File: config.mk
export PLATFORM = sky130hd
export DESIGN_NAME = codificador_prioridade_4x2
export DESIGN_NICKNAME = d
export VERILOG_FILES = /design/src/rtl/codificador_pkg.sv /design/src/rtl/sincronizador_ff.sv /design/src/rtl/codificador_prioridade_4x2.sv
export SDC_FILE = /design/constraint.sdc
export NUM_CORES = 1
export LEC_CHECK = 0
export BUFFER_PORTS_ARGS = -buffer_cell sky130_fd_sc_hd__buf_2
export CORE_MARGIN = 2
export CORE_UTILIZATION = 44
export DETAILED_ROUTE_END_ITERATION = 7
export PLACE_DENSITY = 0.7
export SETUP_SLACK_MARGIN = 0.4
export SKIP_CTS_REPAIR_TIMING = 1
export SLEW_MARGIN = 20
export SYNTH_ARGS = -nofsm -noshare
export SYNTH_HDL_FRONTEND = slang
export SYNTH_SLANG_ARGS = --single-unit
File: constraint.sdc
create_clock -name clk -period 1.13 [get_ports clk]
set_input_delay 0.113 -clock clk [delete_from_list [all_inputs] [get_ports clk]]
set_output_delay 0.113 -clock clk [all_outputs]
set_load 0.02 [all_outputs]
File: src/rtl/codificador_pkg.sv
// Shared types and widths for the 4-to-2 priority encoder with synchronized
// request inputs and a valid/ready handshake.
package codificador_pkg;

    localparam int REQ_W  = 4;
    localparam int CODE_W = 2;

    typedef enum logic [0:0] {
        IDLE = 1'b0,
        HOLD = 1'b1
    } state_t;

endpackage : codificador_pkg

File: src/rtl/sincronizador_ff.sv
// Single-bit multi-flop synchronizer for bringing an asynchronous level into
// the clk domain; all stages clear on the asynchronous active-low reset.
module sincronizador_ff #(
    parameter int DEPTH = 2
) (
    input  logic clk,
    input  logic rst_n,
    input  logic d,
    output logic q
);

    logic [DEPTH-1:0] stages_r;

    // Shift the sampled level through the synchronizer chain
    always_ff @(posedge clk or negedge rst_n) begin
        if (!rst_n) begin
            stages_r <= {DEPTH{1'b0}};
        end else begin
            stages_r <= {stages_r[DEPTH-2:0], d};
        end
    end

    assign q = stages_r[DEPTH-1];

endmodule : sincronizador_ff

File: src/rtl/codificador_prioridade_4x2.sv
// Captures rising edges on four asynchronous request lines into a pending
// vector and hands them out highest-first, one per valid/ready handshake.
module codificador_prioridade_4x2
    import codificador_pkg::*;
#(
    parameter int SYNC_STAGES = 2
) (
    input  logic              clk,
    input  logic              rst_n,
    input  logic [REQ_W-1:0]  req,
    input  logic              ready,
    input  logic              clr_ovf,
    output logic [CODE_W-1:0] code,
    output logic              valid,
    output logic [REQ_W-1:0]  pend,
    output logic              ovf
);

    logic [REQ_W-1:0]  sync_s;
    logic [REQ_W-1:0]  prev_r;
    logic [REQ_W-1:0]  rise_s;
    logic [REQ_W-1:0]  pend_r;
    logic [REQ_W-1:0]  pend_next_s;
    logic [REQ_W-1:0]  clr_mask_s;
    logic [CODE_W-1:0] code_r;
    logic [CODE_W-1:0] code_next_s;
    logic [CODE_W-1:0] grant_code_s;
    logic              grant_s;
    logic              lost_s;
    logic              valid_r;
    logic              valid_next_s;
    logic              ovf_r;
    logic              ovf_next_s;
    state_t            state_r;
    state_t            next_state_s;

    // Highest set bit wins; bit 3 maps to code 11
    function automatic logic [CODE_W-1:0] prio_encode(input logic [REQ_W-1:0] vec);
        logic [CODE_W-1:0] idx;
        if (vec[3]) begin
            idx = 2'd3;
        end else if (vec[2]) begin
            idx = 2'd2;
        end else if (vec[1]) begin
            idx = 2'd1;
        end else begin
            idx = 2'd0;
        end
        return idx;
    endfunction

    for (genvar i = 0; i < REQ_W; i++) begin : g_sync
        sincronizador_ff #(
            .DEPTH (SYNC_STAGES)
        ) u_sync (
            .clk   (clk),
            .rst_n (rst_n),
            .d     (req[i]),
            .q     (sync_s[i])
        );
    end

    // prev resets to 0 so a line already high at reset release counts once
    assign rise_s = sync_s & ~prev_r;

    // State register
    always_ff @(posedge clk or negedge rst_n) begin
        if (!rst_n) begin
            state_r <= IDLE;
        end else begin
            state_r <= next_state_s;
        end
    end

    // Next-state logic for the grant handshake
    always_comb begin
        next_state_s = state_r;
        case (state_r)
            IDLE: begin
                if (|pend_r) begin
                    next_state_s = HOLD;
                end else begin
                    next_state_s = IDLE;
                end
            end
            HOLD: begin
                if (ready) begin
                    next_state_s = IDLE;
                end else begin
                    next_state_s = HOLD;
                end
            end
            default: next_state_s = IDLE;
        endcase
    end

    // Grant selection, pending-vector update and overflow detection
    always_comb begin
        grant_s      = (state_r == IDLE) && (|pend_r);
        grant_code_s = prio_encode(pend_r);
        if (grant_s) begin
            clr_mask_s  = {{(REQ_W-1){1'b0}}, 1'b1} << grant_code_s;
            code_next_s = grant_code_s;
        end else begin
            clr_mask_s  = {REQ_W{1'b0}};
            code_next_s = code_r;
        end
        // A new rise on a bit being granted this cycle re-arms it instead of overflowing
        pend_next_s  = (pend_r & ~clr_mask_s) | rise_s;
        lost_s       = |(rise_s & pend_r & ~clr_mask_s);
        valid_next_s = (next_state_s == HOLD);
        if (lost_s) begin
            ovf_next_s = 1'b1;
        end else if (clr_ovf) begin
            ovf_next_s = 1'b0;
        end else begin
            ovf_next_s = ovf_r;
        end
    end

    // Datapath registers feeding the outputs
    always_ff @(posedge clk or negedge rst_n) begin
        if (!rst_n) begin
            prev_r  <= {REQ_W{1'b0}};
            pend_r  <= {REQ_W{1'b0}};
            code_r  <= {CODE_W{1'b0}};
            valid_r <= 1'b0;
            ovf_r   <= 1'b0;
        end else begin
            prev_r  <= sync_s;
            pend_r  <= pend_next_s;
            code_r  <= code_next_s;
            valid_r <= valid_next_s;
            ovf_r   <= ovf_next_s;
        end
    end

    assign code  = code_r;
    assign valid = valid_r;
    assign pend  = pend_r;
    assign ovf   = ovf_r;

endmodule : codificador_prioridade_4x2
## Word level (Yosys, flattened, before mapping)

Index checks and enable logic that the tools add are counted.

| storage, ports and cells | value |
|---|---|
| register bits | 20 |
| input bits | 8 |

| cells by class | value |
|---|---|
| shift operators | 1 |
| mux-type cells | 9 |
| bitwise operators | 8 |
| reductions and logical operators | 4 |

Operators by type and width:

| kind | number |
|---|---|
| 4-bit AND | 4 |
| 4-bit NOT | 2 |
| 4-bit OR reduction | 2 |
| 1-bit 2-to-1 mux | 5 |
| 2-bit 2-to-1 mux | 2 |
| 4-bit 2-to-1 mux | 1 |
| 4-bit bitwise OR | 1 |
| 1-bit by 2-bit << shifter with 4-bit output (first input constant) | 1 |
| 1-bit case mux with 2 select lines | 1 |
| 2-bit nonzero test | 1 |
| 1-bit logical AND | 1 |
| 1-bit NOT | 1 |

## Longest topological paths before layout

Gate-level depths: netlist of run 1.

| logic depth | value |
|---|---|
| word-level depth | 9 |
| gate-level depth with buffers | 4 |
| mapped depth without buffers | 3 |

## Hierarchy

A second synthesis of run 1 with hierarchy kept.

| second synthesis, totals | value |
|---|---|
| cell total of the unflattened synthesis | 48 |
| area total of the unflattened synthesis | 676.9 µm² |

Modules (own cells, without submodules):

| module | times used | cells an instance | area an instance (µm²) | sequential area each (µm²) |
|---|---|---|---|---|
| codificador_prioridade_4x2 | 1 | 40 | 476.7 | 300.3 |
| sincronizador_ff | 4 | 2 | 50.0 | 50.0 |

## Least setup slack after synthesis of run 1

Ideal clock, no wire load.

| timing path | value |
|---|---|
| path kind | register -> register |
| start point | register valid (netlist name) |
| end point | register ovf_r, in the netlist ovf |
| library setup time | 0.124 ns |
| arrival | 1.184 ns |
| data required time | 1.006 ns |
| path slack | -0.178 ns |
| stages on the path, launching flop included | 5 |
| path through | dfrtp_1 > buf_6 > o41ai_2 > o22ai_1 > or2_1 |

RTL lines:

| what | line | RTL |
|---|---|---|
| to (signal assigned) | codificador_prioridade_4x2.sv:134 | `ovf_r <= ovf_next_s;` |
| to (decl) | codificador_prioridade_4x2.sv:32 | `logic ovf_r;` |

==> results, run 1 <==
- The clock reaches the later pin of the worst-skew pair after 0.29 ns.
- Static timing analysis puts the maximum clock frequency at 0.7884 GHz.
- The count of vias placed by the detailed router is 464.
- Synthesis inferred 20 register bits.
- The via count of the first global-routing pass is 442.
- The worst register-to-register path has a setup slack of -0.14 ns.
- The total CTS buffers is 3.
- Yosys mapped the design onto 15 distinct sky130hd cell types.
- The residual overflow from global routing is 0.
- The cell depth of the worst setup path is 3.
- The area added between synthesis and finish is 44.90%.
- The max-cap violation count is 0.
- For the worst setup path, the data arrival time is 1.45 ns.
- Yosys printed 0 warnings.
- Together, buffers and inverters on the worst path number 0.
- The initial antenna violation count came to 0.
- The fraction of layout cells with a size suffix above 1 is 41.25%.
- The depth of the worst register-to-register path is 3.
- The post-detailed-placement half-perimeter wirelength is 831.4 um.
- The type of the worst setup path is reg2reg.
- The area taken by flip-flops and latches is 506.7 um2.
- Setup violations remaining at the end of the flow were counted as 4.
- Power comes to 1556 uW.
- The die is 43.15 um wide.
- The count of port buffers added during placement is 15.
- Of the available clock period, the critical path in the final layout requires 112.2%.
- The final-report max-slew violation count is 0.
- Setup repair after global routing could not meet its margin everywhere.
- The number of detailed-route iterations in the first pass is 3.
- Synthesis handed over a netlist of 50 instances.
- The worst register-to-register path begins at valid.
- The final weighted congestion in routability-driven placement is 0.7813.
- The multi-input gate area in the final layout is 175.2 um2.
- The residual DRC count is 0.
- The count of fill cells added during filler insertion is 120.
- The endpoint of the most critical setup path is ovf.
- In this run the tightest slew margin relative to its limit is 71.11%.
- The repair_antennas step left the layout with diodes totalling 0.
- For this run, the total global-route usage over all layers was measured as 14.95%.
- The final layout contains 89 nets.
- TritonCTS built the clock tree.
- The CTS H-tree depth is 1.
- In this run the worst path has a maximum fanout of 5.
- Walking the worst path, the cells encountered are o41ai_4, o22ai_1, or2_1.
- The total core area is 1471 um2.
- The critical path's top delay family is compound AO/OA/AOI/OAI gates.
- In this run the worst setup path begins at valid.
- The number of core rows is 14.
- The clock arrives with 0.003733 ns of skew.
- The min-delay analysis places its worst path in the category in2reg.
- The first global-routing pass estimated 1987 um of wire.
- Across the VDD grid, the largest voltage drop is 959.1 uV.
- After routing the design area is 977.2 um2.
- For the finished layout, the period the worst path requires is 1.268 ns.
- The number of nets in the synthesized netlist is 58.
- The die footprint is 1862 um2.
- The total power per unit cell area is 1592 nW/um2.
- After detailed routing, the number of vias per cell comes to 4.833.
- In the layout the commonest cells are 15 x sky130_fd_sc_hd__dfrtp_1, 8 x sky130_fd_sc_hd__buf_2, 8 x sky130_fd_sc_hd__buf_6, 6 x sky130_fd_sc_hd__dlygate4sd3_1.
- At the pin with the least slew margin, the transition time is 0.4333 ns.
- The wire length per cell is 12.47 um.
- The count of antenna-violating nets left after detailed routing is 0.
- The leakage component of the power is 0.0004712 uW.
- The maximum root-to-sink buffer count is 2.
- The starting utilization of the core area is 45.83%.
- A synthesized cell averages 13.49 um2.
- After clock tree synthesis, the clock-pin slew on the worst setup and hold paths is 0.10 ns.
- The root buffer cell chosen for the clock tree is sky130_fd_sc_hd__clkbuf_4.
- The final reports fail on setup timing.
- After layout, the worst setup slack is -0.1384 ns.
- The slowest stage of the critical path is the sky130_fd_sc_hd__dfrtp_2 cell.
- The kind of start point of the critical path is a flip-flop.
- The number of failing hold endpoints at the final stage is 0.
- For this design the top-level I/O count stands at 16.
- The library cell used most frequently in the layout, excluding fill and tap cells, is sky130_fd_sc_hd__dfrtp_1.
- The die is 43.15 um tall.
- The clock net in this run drives a total of 20 sinks.
- The final routed wirelength across all metal layers is 1197 um.
- On the worst path, the slowest cell contributes a delay of 0.46 ns.
- The count of non-filler cells in the finished layout is 96.
- The proportion of synthesized chip area in sequential cells is 74.21%.
- In this run the critical register-to-register path is captured at ovf.
- The synthesized netlist occupies a cell area of 674.4 um2.
- The endpoint kind of the worst setup timing path is a flip-flop.
- STA puts the critical path data required time at 1.31 ns.
- Entering global routing, the biggest net connects 21 pins.
- In this run, placement finished with an instance count of 86.
- The setup TNS is -0.2524 ns.
- The run finished, with violations left.
- After detailed placement, the total cell area comes to 820.8 um2.
- The first-iteration detailed-routing DRC count is 5.
[layout make-up]
cell class                      count  share of cell area, %
Clock buffer                        4                  3.713
Multi-Input combinational cell     26                  17.93
Tap cell                           16                  2.049
Sequential cell                    20                  51.86
Timing Repair Buffer               27                  23.30
Inverter                            3                  1.152
[worst register-to-register path: cells and delay by family, from the launching register on]
| kind | cells | cell delay, ns |
|---|---|---|
| AOI/OAI and AO/OA | 2 | 0.48 |
| and+or+nand+nor | 1 | 0.22 |
| DFF | 1 | 0.46 |
[power breakdown]
group | switching [uW] | internal [uW]
Clock | 199 | 196
Sequential | 57.6 | 782
Combinational | 153 | 168
Total | 410 | 1150
[sequential cells by signal, summed over array words and instances (netlist names)]
register                flops
valid                       1
ovf                         1
pend                        4
prev_r                      4
g_sync.u_sync.stages_r      8
code                        2
[cells in the mapped netlist, drive strengths merged]
cell	instances	share of area, %
buf	1	1.7
nor3	1	0.74
dfrtp	20	74
o221ai	1	1.3
or2	1	0.93
a21oi	2	1.5
nand2b	4	3.7
inv	3	1.7
nor2	3	1.7
nand2	4	2.2
nand3b	1	1.1
and3b	1	1.3
o41ai	1	2.4
o21ai	5	3.7
o22ai	2	1.9
[metal layers]
layer	track usage [%]	up-vias	wire, um
li1	-	227	-
met1	19.89	224	525
met2	21.79	13	625
met3	3.404	0	46
met4	9.697	0	0
met5	0	-	0
[cell families (layout without fill, tap and decap cells)]
family | count (synthesis) | after routing | synth area share [%]
AND/OR/NAND/NOR | 15 | 15 | 11.69
flip-flops | 20 | 20 | 74.21
AO/OA/AOI/OAI | 11 | 11 | 10.76
buffers and inverters | 4 | 34 | 3.339
[worst min-delay path by stage]
stage	startpoint	endpoint	slack, ns	cells after the start
2_1_floorplan	rst_n	code[0]	-0.18	0
3_3_place_gp	rst_n	code[0]	0.07	1
3_5_place_dp	rst_n	code[0]	0.08	1
4_1_cts	rst_n	ovf	-0.25	1
5_1_grt	clr_ovf	ovf	0.26	4
6_report	clr_ovf	ovf	0.24	4
[stage by stage]
| step | utilization, % | setup WS (ns) | hold WS [ns] |
|---|---|---|---|
| floorplan | - | -0.1373 | -0.1826 |
| global placement | 55.78 | -0.09051 | 0.07290 |
| detailed placement | 55.78 | -0.1672 | 0.08002 |
| CTS | 58.25 | -0.1819 | -0.2537 |
| global route | 66.41 | -0.1675 | 0.2608 |
| finish | 66.41 | -0.1384 | 0.2412 |
No activity file was read; power rests on OpenSTA's default activity.
==> inputs of run 2 (changes only) <==
--- a/config.mk
+++ b/config.mk
@@ -9,6 +9,7 @@
 export CORE_MARGIN = 2
 export CORE_UTILIZATION = 44
 export DETAILED_ROUTE_END_ITERATION = 7
+export GPL_TIMING_DRIVEN = 0
 export PLACE_DENSITY = 0.7
 export SETUP_SLACK_MARGIN = 0.4
 export SKIP_CTS_REPAIR_TIMING = 1
==> run 2 against run 1 <==
Net effect:
- the flow still finishes with violations (setup timing)
- combinational power about the same
- flip-flop and latch count unchanged
- highest routed layer is now met4
- global-route usage down 2.3 points
- worst hold slack worse by 0.0029 ns
- largest cell class unchanged
- die area unchanged
- wire length down 7.8%
- non-clock buffer count up 2
- largest power group unchanged
- critical path depth up 1
- count of clock-buffer cells in the layout unchanged
==> results, run 2 (same netlist as run 1, synthesis figures left out) <==
- The maximum vdd drop is 946.0 uV (was 959.1 uV).
- The number of nets in the final layout is 91 (was 89).
- The slowest library cell on the worst path is sky130_fd_sc_hd__dfrtp_2 (unchanged).
- The final weighted congestion in routability-driven placement is 0.7407 (was 0.7813).
- The setup skew after layout came to 0.008761 ns (was 0.003733 ns).
- The type of the worst min-delay path is in2reg (unchanged).
- The most common cell after layout, fill and taps aside is sky130_fd_sc_hd__dfrtp_1 (unchanged).
- The total power is 1563 uW (was 1556 uW).
- The width of the die is 43.15 um (unchanged).
- The total clock sinks is 20 (unchanged).
- The total power per unit cell area is 1552 nW/um2 (was 1592 nW/um2).
- The CTS H-tree depth is 1 (unchanged).
- The fraction of layout cells with a size suffix above 1 is 43.90% (was 41.25%).
- The final number of setup-violating endpoints is 3 (was 4).
- The latest clock arrival within the worst-skew pair is 0.29 ns (about the same).
- The final-report max-slew violation count came to 0 (unchanged).
- The endpoint kind of the worst setup timing path is a flip-flop (unchanged).
- The time the worst path needs with I/O delays and setup is 1.275 ns (was 1.268 ns).
- The global-route wire length before repair was 1656 um (was 1987 um).
- The number of buffers and inverters on the critical path is 1 (was 0).
- The number of detailed-route iterations in the first pass is 4 (was 3).
- The max-cap violation count is 0 (unchanged).
- The flip-flop count of the largest register after layout was 8 (unchanged).
- The residual overflow from global routing came to 0 (unchanged).
- The normalized max-slew margin is 70.80% (was 71.11%).
- The average via count per standard cell came to 4.929 (was 4.833).
- The part of the power in registers is 54.2% (was 53.9%).
- The count of antenna-violating nets left after detailed routing is 0 (unchanged).
- Violations in the final reports: setup timing (unchanged).
- The total CTS buffers is 3 (unchanged).
- The type of the worst setup path is reg2reg (unchanged).
- The data arrival time of the critical path is 1.46 ns (was 1.45 ns).
- The maximum root-to-sink buffer count is 2 (unchanged).
- The leakage component of the power is 0.0004882 uW (was 0.0004712 uW).
- The count of port buffers added during placement is 15 (unchanged).
- The kind of start point of the critical path is a flip-flop (unchanged).
- The share of total power consumed by net switching is 26.26% (was 26.33%).
- The critical path's top delay family was flip-flops (was compound AO/OA/AOI/OAI gates).
- The die footprint came to 1862 um2 (unchanged).
- The area added between synthesis and finish came to 49.35% (was 44.90%).
- The via count of the first global-routing pass is 397 (was 442).
- Unrepaired setup endpoints after global routing: yes (unchanged).
- The maximum operating frequency is 0.7843 GHz (was 0.7884 GHz).
- The post-detailed-placement half-perimeter wirelength is 670.5 um (was 831.4 um).
- The switching power total is 410.6 uW (was 409.6 uW).
- The starting utilization of the core area is 45.83% (unchanged).
- The number of failing hold endpoints at the final stage is 0 (unchanged).
- The data required time of the critical path is 1.32 ns (was 1.31 ns).
- The slew of the pin with the lowest slew margin is 0.4379 ns (was 0.4333 ns).
- Most used cells in the layout excluding fill and tap cells: 15 x sky130_fd_sc_hd__dfrtp_1, 8 x sky130_fd_sc_hd__buf_6, 7 x sky130_fd_sc_hd__buf_2, 7 x sky130_fd_sc_hd__buf_4, 6 x sky130_fd_sc_hd__dlygate4sd3_1 (was 15 x sky130_fd_sc_hd__dfrtp_1, 8 x sky130_fd_sc_hd__buf_2, 8 x sky130_fd_sc_hd__buf_6, 6 x sky130_fd_sc_hd__dlygate4sd3_1).
- The top-level I/O count was 16 (unchanged).
- Result of the run: finished, violations left (unchanged).
- The first-iteration detailed-routing DRC count is 3 (was 5).
- The largest register by flop count is g_sync.u_sync.stages_r (unchanged).
- The clock edge transition at the registers on the reported setup and hold paths is 0.11 ns (was 0.10 ns).
- The highest net fanout along the worst path was 6 (was 5).
- The setup slack after layout is -0.1450 ns (was -0.1384 ns).
- Cell-by-cell listing of the critical path: buf_4, nor3_4, o221ai_1, or2_1 (was o41ai_4, o22ai_1, or2_1).
- The combinational group share of total power came to 20.5% (was 20.7%).
- The total internal power was 1153 uW (was 1146 uW).
- The root cell of the clock tree is sky130_fd_sc_hd__clkbuf_4 (unchanged).
- The utilization after layout is 68.45% (was 66.41%).
- The wire length per cell was 11.27 um (was 12.47 um).
- The CTS tree is built (unchanged).
- The count of vias placed by the detailed router is 483 (was 464).
- The total core area came to 1471 um2 (unchanged).
- The number of core rows came to 14 (unchanged).
- The antenna diode instance count is 0 (unchanged).
- The peak per-stage delay on the critical path was 0.47 ns (was 0.46 ns).
- The post-route fraction of the period consumed by the critical path is 112.8% (was 112.2%).
- The height of the chip is 43.15 um (unchanged).
- The total global-route track usage is 12.62% (was 14.95%).
- The final routed wirelength across all metal layers is 1104 um (was 1197 um).
- The initial antenna violation count is 0 (unchanged).
- The largest net degree at the start of global routing was 21 (unchanged).
- The residual DRC count is 0 (unchanged).
- The clock group share of total power was 25.2% (was 25.4%).
[run 2: worst paths after layout]
kind	from	depth (start not counted)	end	slack, ns
max in group asynchronous	rst_n	2	pend[0]	0.52
worst min-delay path	clr_ovf	4	ovf	0.24
worst min register to register	g_sync[3].u_sync.stages_r[0]	0	g_sync[3].u_sync.stages_r[1]	0.36
worst max register to register	pend[3]	4	ovf	-0.15
min in group asynchronous	rst_n	2	code[0]	0.28
worst max-delay path	pend[3]	4	ovf	-0.15
[run 2: power groups by stage]
stage	logic, uW	registers (uW)	clock network, uW
detailed placement	206	851	0
global route	347	859	441
floorplan	73.3	897	0
CTS	206	836	417
finish	321	848	394
global placement	201	849	0
[run 2: routing by layer]
metal / global-route usage [%] / share of wire, % / vias to the layer above
li1: - / - / 232
met3: 3.830 / 5.1 / 4
met2: 18.51 / 49 / 15
met5: 0 / 0 / -
met1: 15.63 / 44 / 232
met4: 9.091 / 1.7 / 0
[run 2: cell type report]
type | instances | area [um2]
flip-flops and latches | 20 | 506.7
fillers | 106 | 464.2
well taps | 16 | 20.02
repair buffers | 28 | 237.7
multi-input cells | 26 | 180.2
inverters | 3 | 11.26
clock buffers | 4 | 36.28
plain buffers | 1 | 15.01
[run 2: through the flow]
stage	TNS (ns)	std cells	setup WS, ns	hold slack (ns)	cell area, um2
after floorplan	-0.1373	50	-0.1373	-0.1826	691.9
after global placement	-0.1537	81	-0.1537	0.07208	787.0
after detailed placement	-0.1654	81	-0.1654	0.07448	787.0
after CTS	-0.1756	85	-0.1756	-0.2604	823.3
after global routing	-0.3418	98	-0.2192	0.2731	1007
final	-0.1735	98	-0.1450	0.2382	1007
[run 2: tightest hold or removal path, delay by kind of cell]
family	cells	cell delay, ns
buffers and inverters	1	0.09
and+or+nand+nor	2	0.23
AOI/OAI and AO/OA	1	0.06
